$ cat config.mk
export PLATFORM = sky130hd
export DESIGN_NAME = serial_sub
export DESIGN_NICKNAME = d
export VERILOG_FILES = /design/src/rtl/serial_sub_pkg.sv /design/src/rtl/serial_sub_fs_bit_cell.sv /design/src/rtl/serial_sub.sv
export SDC_FILE = /design/constraint.sdc
export NUM_CORES = 1
export LEC_CHECK = 0
export ABC_AREA = 1
export CAP_MARGIN = 15
export CORE_ASPECT_RATIO = 0.9
export CORE_MARGIN = 5
export CORE_UTILIZATION = 35
export DETAILED_ROUTE_END_ITERATION = 10
export PLACE_DENSITY_LB_ADDON = 0.05
export SLEW_MARGIN = 20
export SYNTH_ARGS = -nofsm -noshare
export SYNTH_HDL_FRONTEND = slang
export SYNTH_HIERARCHICAL = 1
export SYNTH_SLANG_ARGS = --single-unit
export TNS_END_PERCENT = 10
$ cat constraint.sdc
create_clock -name clk -period 1.25 [get_ports clk]
set_input_delay 0.375 -clock clk [delete_from_list [all_inputs] [get_ports clk]]
set_output_delay 0.375 -clock clk [all_outputs]
set_load 0.02 [all_outputs]
$ cat src/rtl/serial_sub_pkg.sv
// Shared definitions for the bit-serial subtractor: FSM state encoding and default width.
package serial_sub_pkg;

    localparam int DEFAULT_WIDTH = 8;

    typedef enum logic [1:0] {
        IDLE  = 2'd0,
        SHIFT = 2'd1,
        DONE  = 2'd2
    } state_e;

endpackage

$ cat src/rtl/serial_sub_fs_bit_cell.sv
// One-bit full subtractor: d = x - y - bi (mod 2), bo is the borrow out of this bit.
module fs_bit_cell (
    input  logic x,
    input  logic y,
    input  logic bi,
    output logic d,
    output logic bo
);

    assign d  = x ^ y ^ bi;
    assign bo = (~x & bi) | (~x & y) | (y & bi);

endmodule

$ cat src/rtl/serial_sub.sv
// Bit-serial subtractor: diff = a - b - bin, computed LSB first, one bit per clock
// through a single full-subtractor cell and a borrow flop.
module serial_sub
    import serial_sub_pkg::*;
#(
    parameter int WIDTH = DEFAULT_WIDTH
) (
    input  logic             clk,
    input  logic             rst_n,
    input  logic             start,
    input  logic [WIDTH-1:0] a,
    input  logic [WIDTH-1:0] b,
    input  logic             bin,
    output logic             busy,
    output logic             done,
    output logic [WIDTH-1:0] diff,
    output logic             bout
);

    localparam int CW = $clog2(WIDTH) + 1;

    // Handshake: start is a request taken only on an edge where busy is low; while busy
    // is high start is ignored. done is a one-cycle valid with no ready: diff/bout stay
    // valid from done until the next accepted start.

    state_e           state_q, state_d;
    logic [CW-1:0]    cnt_q, cnt_d;
    logic [WIDTH-1:0] a_sr_q, a_sr_d;
    logic [WIDTH-1:0] b_sr_q, b_sr_d;
    logic             brw_q, brw_d;
    logic [WIDTH-1:0] diff_q, diff_d;
    logic             bout_q, bout_d;
    logic             done_q, done_d;
    logic             busy_q, busy_d;

    logic             cell_d;
    logic             cell_b;

    fs_bit_cell u_cell (
        .x  (a_sr_q[0]),
        .y  (b_sr_q[0]),
        .bi (brw_q),
        .d  (cell_d),
        .bo (cell_b)
    );

    always_comb begin
        state_d = state_q;
        cnt_d   = cnt_q;
        a_sr_d  = a_sr_q;
        b_sr_d  = b_sr_q;
        brw_d   = brw_q;
        diff_d  = diff_q;
        bout_d  = bout_q;
        done_d  = 1'b0;
        busy_d  = busy_q;

        case (state_q)
            IDLE: begin
                if (start) begin
                    a_sr_d  = a;
                    b_sr_d  = b;
                    brw_d   = bin;
                    cnt_d   = '0;
                    state_d = SHIFT;
                    busy_d  = 1'b1;
                end
            end
            SHIFT: begin
                // Result bits enter at the MSB so the LSB lands at bit 0 after WIDTH shifts.
                diff_d = {cell_d, diff_q[WIDTH-1:1]};
                brw_d  = cell_b;
                a_sr_d = a_sr_q >> 1;
                b_sr_d = b_sr_q >> 1;
                cnt_d  = cnt_q + CW'(1);
                busy_d = 1'b1;
                if (cnt_q == CW'(WIDTH - 1)) begin
                    state_d = DONE;
                    done_d  = 1'b1;
                    bout_d  = cell_b;
                end
            end
            DONE: begin
                state_d = IDLE;
                busy_d  = 1'b0;
            end
            default: begin
                state_d = IDLE;
                busy_d  = 1'b0;
            end
        endcase
    end

    always_ff @(posedge clk or negedge rst_n) begin
        if (!rst_n) begin
            state_q <= IDLE;
            cnt_q   <= '0;
            a_sr_q  <= '0;
            b_sr_q  <= '0;
            brw_q   <= 1'b0;
            diff_q  <= '0;
            bout_q  <= 1'b0;
            done_q  <= 1'b0;
            busy_q  <= 1'b0;
        end else begin
            state_q <= state_d;
            cnt_q   <= cnt_d;
            a_sr_q  <= a_sr_d;
            b_sr_q  <= b_sr_d;
            brw_q   <= brw_d;
            diff_q  <= diff_d;
            bout_q  <= bout_d;
            done_q  <= done_d;
            busy_q  <= busy_d;
        end
    end

    assign busy = busy_q;
    assign done = done_q;
    assign diff = diff_q;
    assign bout = bout_q;

endmodule

# Word level (Yosys, flattened, before mapping)
# Cells that the tools add are included.
[totals]
output_inout_bits = 11
register_bits = 34
wordCells = 42
inputBits = 20
[classes]
bitwise_logic = 8
addsub = 1
n_eq_ne = 4
mux = 15
reduce_logical = 5
[ops]
columns = ["cell", "n"]
rows = [
  ["8-bit one-hot mux with 2 select lines", 2],
  ["8-bit 2-to-1 mux", 2],
  ["4-bit one-hot mux with 2 select lines", 1],
  ["2-bit AND reduction", 3],
  ["4-bit by 1-bit adder with 4-bit output, second input constant", 1],
  ["4-bit by 3-bit == test with 1-bit output, second input constant", 1],
  ["1-bit 2-to-1 mux", 4],
  ["2-bit 2-to-1 mux", 2],
  ["4-bit 2-to-1 mux", 1],
  ["2-bit != test, second input constant", 2],
  ["1-bit one-hot mux with 2 select lines", 2],
  ["2-bit one-hot mux with 2 select lines", 1],
  ["1-bit bitwise AND", 3],
  ["2-bit by 1-bit == test with 1-bit output, second input constant", 1],
  ["2-bit logical NOT", 1],
  ["1-bit bitwise OR", 2],
  ["2-bit nonzero test", 1],
  ["1-bit XOR", 2],
  ["1-bit inverter", 1],
]

# Depth between registers and ports, before layout
[logic_depth]
ltp_word = 5
depth_mapped = 7
depth_no_buf = 6

# Cells and area by module
# The synthesis kept the hierarchy.
[modules_own_cells]
columns = ["mod", "instances", "cells_per_inst", "area_each_um2"]
rows = [
  ["serial_sub", 1, 193, 1569.0],
  ["fs_bit_cell", 1, 3, 27.5],
]

# Worst setup path after synthesis
# Ideal clock, no wire load.
[synth_path]
path_type = "reg2reg"
startpoint = "register b_sr_q[0]"
endpoint = "register diff_q[7], in the netlist diff[7]"
setup_ns = 0.126
t_arrival_ns = 1.036
path_slack_ns = 0.087
required_ns = 1.124
stages_incl_launch_ff = 5
period_less_slack_ns = 1.163
cell_sequence = "dfrtp_1 > fa_1 > inv_1 > nand2_1 > o21ai_0"
[synth_via]
elab_chain_len = 2
[synth_rtl]
columns = ["item", "line", "rtl"]
rows = [
  ["start: declaration", "serial_sub.sv:29", "logic [WIDTH-1:0] b_sr_q, b_sr_d;"],
  ["start signal: assignment", "serial_sub.sv:109", "b_sr_q <= b_sr_d;"],
  ["1-bit XOR (2 in series)", "serial_sub_fs_bit_cell.sv:10", "assign d = x ^ y ^ bi;"],
  ["net cell_d", "serial_sub.sv:36", "logic cell_d;"],
  ["end signal: assignment", "serial_sub.sv:111", "diff_q <= diff_d;"],
  ["end: declaration", "serial_sub.sv:31", "logic [WIDTH-1:0] diff_q, diff_d;"],
]
# The timed path passes the listed nets, and every way through them passes these cells.
# A chain may end at the register's enable or synchronous reset.

# Worst setup path after layout
# Same ends and word-level chain as after synthesis.

==> reports/qor.yml <==
grt_pass1_wl_mm: 6.196
swShare_pct: 41.26
rsz0062_at_grt: "true"
synth_commonest_cells: "nand2_1 (101), dfrtp_1 (34), nand3_1 (20), o21ai_1 (8), inv_1 (7)"
gp_congestion: 0.7527
antenna_found_initial: 0
ant_nets: 0
die_area_um2: 6014
multi_input_area_um2: 638.1
cts_sinks: 34
ys.flop_type: "dfrtp_1"
dp_slack_ps: -208.2
dp_cells: 291
rows: 23
synth_top_area_share_pct: 53.29
fin_util_pct: 45.99
cts_setup_buffers: 0
worst_slack_ps: 25.42
fillers: 461
via_per_inst: 4.577
first_pass_iters: 4
period_needed_ps: 1225
antenna_cells: 0
path_class: "reg -> reg"
synth_area_leaders: "dfrtp_1 (53%), nand2_1 (24%), nand3_1 (6.3%), buf_6 (2.8%), o21ai_1 (2.5%)"
drive_gt1_share_pct: 15.68
ios: 31
ys_warn_count: 6
place_hpwl_mm: 2.366
intPower_w: 0.002810
power.density_nw_per_um2: 2347
seqPwrFrac_pct: 38.9
irDropWorstVdd_uv: 992.1
path_clk_slew_ps: 70
hold_path_class: "in -> async"
drt-wirelength-per-cell_um: 11.92
fin_crit_sh_pct: 97.97
crit_path_end_kind: "flop"
power_leakage_nw: 1.069
cp.arrival_ps: 1390
seqCellArea_um2: 850.8
start_util_pct: 36.02
cp.required_ps: 1420
p_switching_w: 0.001974
syn_avg_cell_area_um2: 8.146
timing.slew.headroom_pct: 79.85
max_freq_mhz: 816.6
synth_area_um2: 1597
yosysMostFrequentCell: "nand2_1"
ys_types: 18
die_h_um: 74.08
overflow: 0
ys_seq_area_share_pct: 53.29
status: "finished clean"
num_vias: 1364
synthArstFlopShare_pct: 100.0
core-area_um2: 4432
grt_util_all_layers_pct: 13.25
setup_tns_ps: 0
fin_worst_skew_ps: 2.137
nNetsFinal: 258
numCtsBuffers: 5
worst_pin_slew_ps: 302.0
yosys.area.top_type: "dfrtp_1"
crit_fanout: 2
setup_viol: 0
cts_max_level: 2
io_buffers: 30
power.share.combinational_pct: 45.4
drv_slew: 0
root_buffer: "clkbuf_8"
grt_max_degree: 35
stdcell_count: 298
critPathLaunchType: "flop"
finalHoldViolCount: 0
drtIter0Drc: 81
synth_edf_count: 0
syn_nets: 218
clkPwrFrac_pct: 15.7
synthCells: 196
clock_latency_ps: 280
routed_wl_mm: 3.552
cts_tree: "done"
drc: 0
chipWidth_um: 81.19
areaGrowthSynthToFinish_pct: 27.66
ys_ff_latch: 34
grt_pass1_vias: 1322
maxCapViolations: 0
clock_path_buffers: 2
==> logic make-up (layout without fill, tap and decap cells) <==
family	count (synthesis)	count (layout)	synth area share, %
simple gates	127	127	32.29
compound gates	12	12	4.467
buf+inv	20	60	7.367
xor+xnor	1	1	0.5487
flops	34	34	53.29
fa+ha+maj	2	2	2.038
==> cells in the final DEF, fill, tap and decap left out, types with 2 or more instances in the layout <==
cell,n
clkdlybuf4s50_1,19
dfrtp_1,34
nand3_1,19
clkbuf_8,5
inv_1,7
buf_4,12
buf_2,11
nand2_1,101
nor2_1,2
o21ai_1,10
clkbuf_1,2
inv_2,2
==> flip-flops by register name (all words and copies together) (netlist names) <==
signal,count
brw_q,1
a_sr_q,8
cnt_q,4
busy,1
diff,8
state_q,2
b_sr_q,8
done,1
bout,1
==> critical path: stages (launching register included) <==
cell,delay [ps]
dfrtp_1,410
fa_2,570
inv_1,40
nand2_1,50
o21ai_1,60
==> power groups by stage <==
stage                     combinational (W)  sequential, W  clock, W
after CTS                           0.00217        0.00186  0.000794
after global placement              0.00226        0.00186         0
after global routing                0.00248        0.00192  0.000832
after floorplan                     0.00143        0.00199         0
final                               0.00217        0.00186  0.000752
after detailed placement            0.00230        0.00188         0
==> metrics by stage <==
step	hold WS (ps)	total power [W]	instance area, µm²
2_1_floorplan	79.41	0.003419	1597
3_3_place_gp	464.6	0.004119	2004
3_5_place_dp	459.8	0.004182	2004
4_1_cts	466.1	0.004827	2026
5_1_grt	486.5	0.005234	2038
6_report	463.1	0.004784	2038
==> layer usage <==
metal | part of all wire (%) | wire length, µm | global-route usage [%] | vias up
met5 | 0 | 0 | 0 | -
met4 | 0.76 | 27 | 3.565 | 0
met3 | 6.0 | 214 | 4.358 | 5
met2 | 45 | 1614 | 21.33 | 27
met1 | 48 | 1696 | 17.23 | 642
li1 | - | - | - | 690
==> what timing repair did <==
item	4_1_cts	5_1_grt
endpoints found under the setup margin	11	7
hold buffers	0	0
gates resized for setup	44	6
==> layout make-up <==
type                            count  area share (%)
Sequential cell                    34           41.74
Inverter                           10           1.964
Clock buffer                        7           3.745
Timing Repair Buffer               43           17.43
Multi-Input combinational cell    142           31.31
Tap cell                           62           3.806
==> path summary, 6_finish.rpt <==
| kind | slack (ps) | end | depth (start not counted) | startpoint |
|---|---|---|---|---|
| setup / recovery | 30 | diff[7]$_DFFE_PN0N_ | 4 | b_sr_q[0]$_DFFE_PN0P_ |
| hold / removal | 460 | diff[1]$_DFFE_PN0N_ | 2 | rst_n |
| setup reg to reg | 30 | diff[7]$_DFFE_PN0N_ | 4 | b_sr_q[0]$_DFFE_PN0P_ |
| hold reg to reg | 470 | b_sr_q[7]$_DFFE_PN0P_ | 2 | b_sr_q[7]$_DFFE_PN0P_ |
| max in group asynchronous | 610 | a_sr_q[1]$_DFFE_PN0P_ | 2 | rst_n |
| min in group clk | 470 | b_sr_q[7]$_DFFE_PN0P_ | 2 | b_sr_q[7]$_DFFE_PN0P_ |
(Power assumes the default switching activity.)
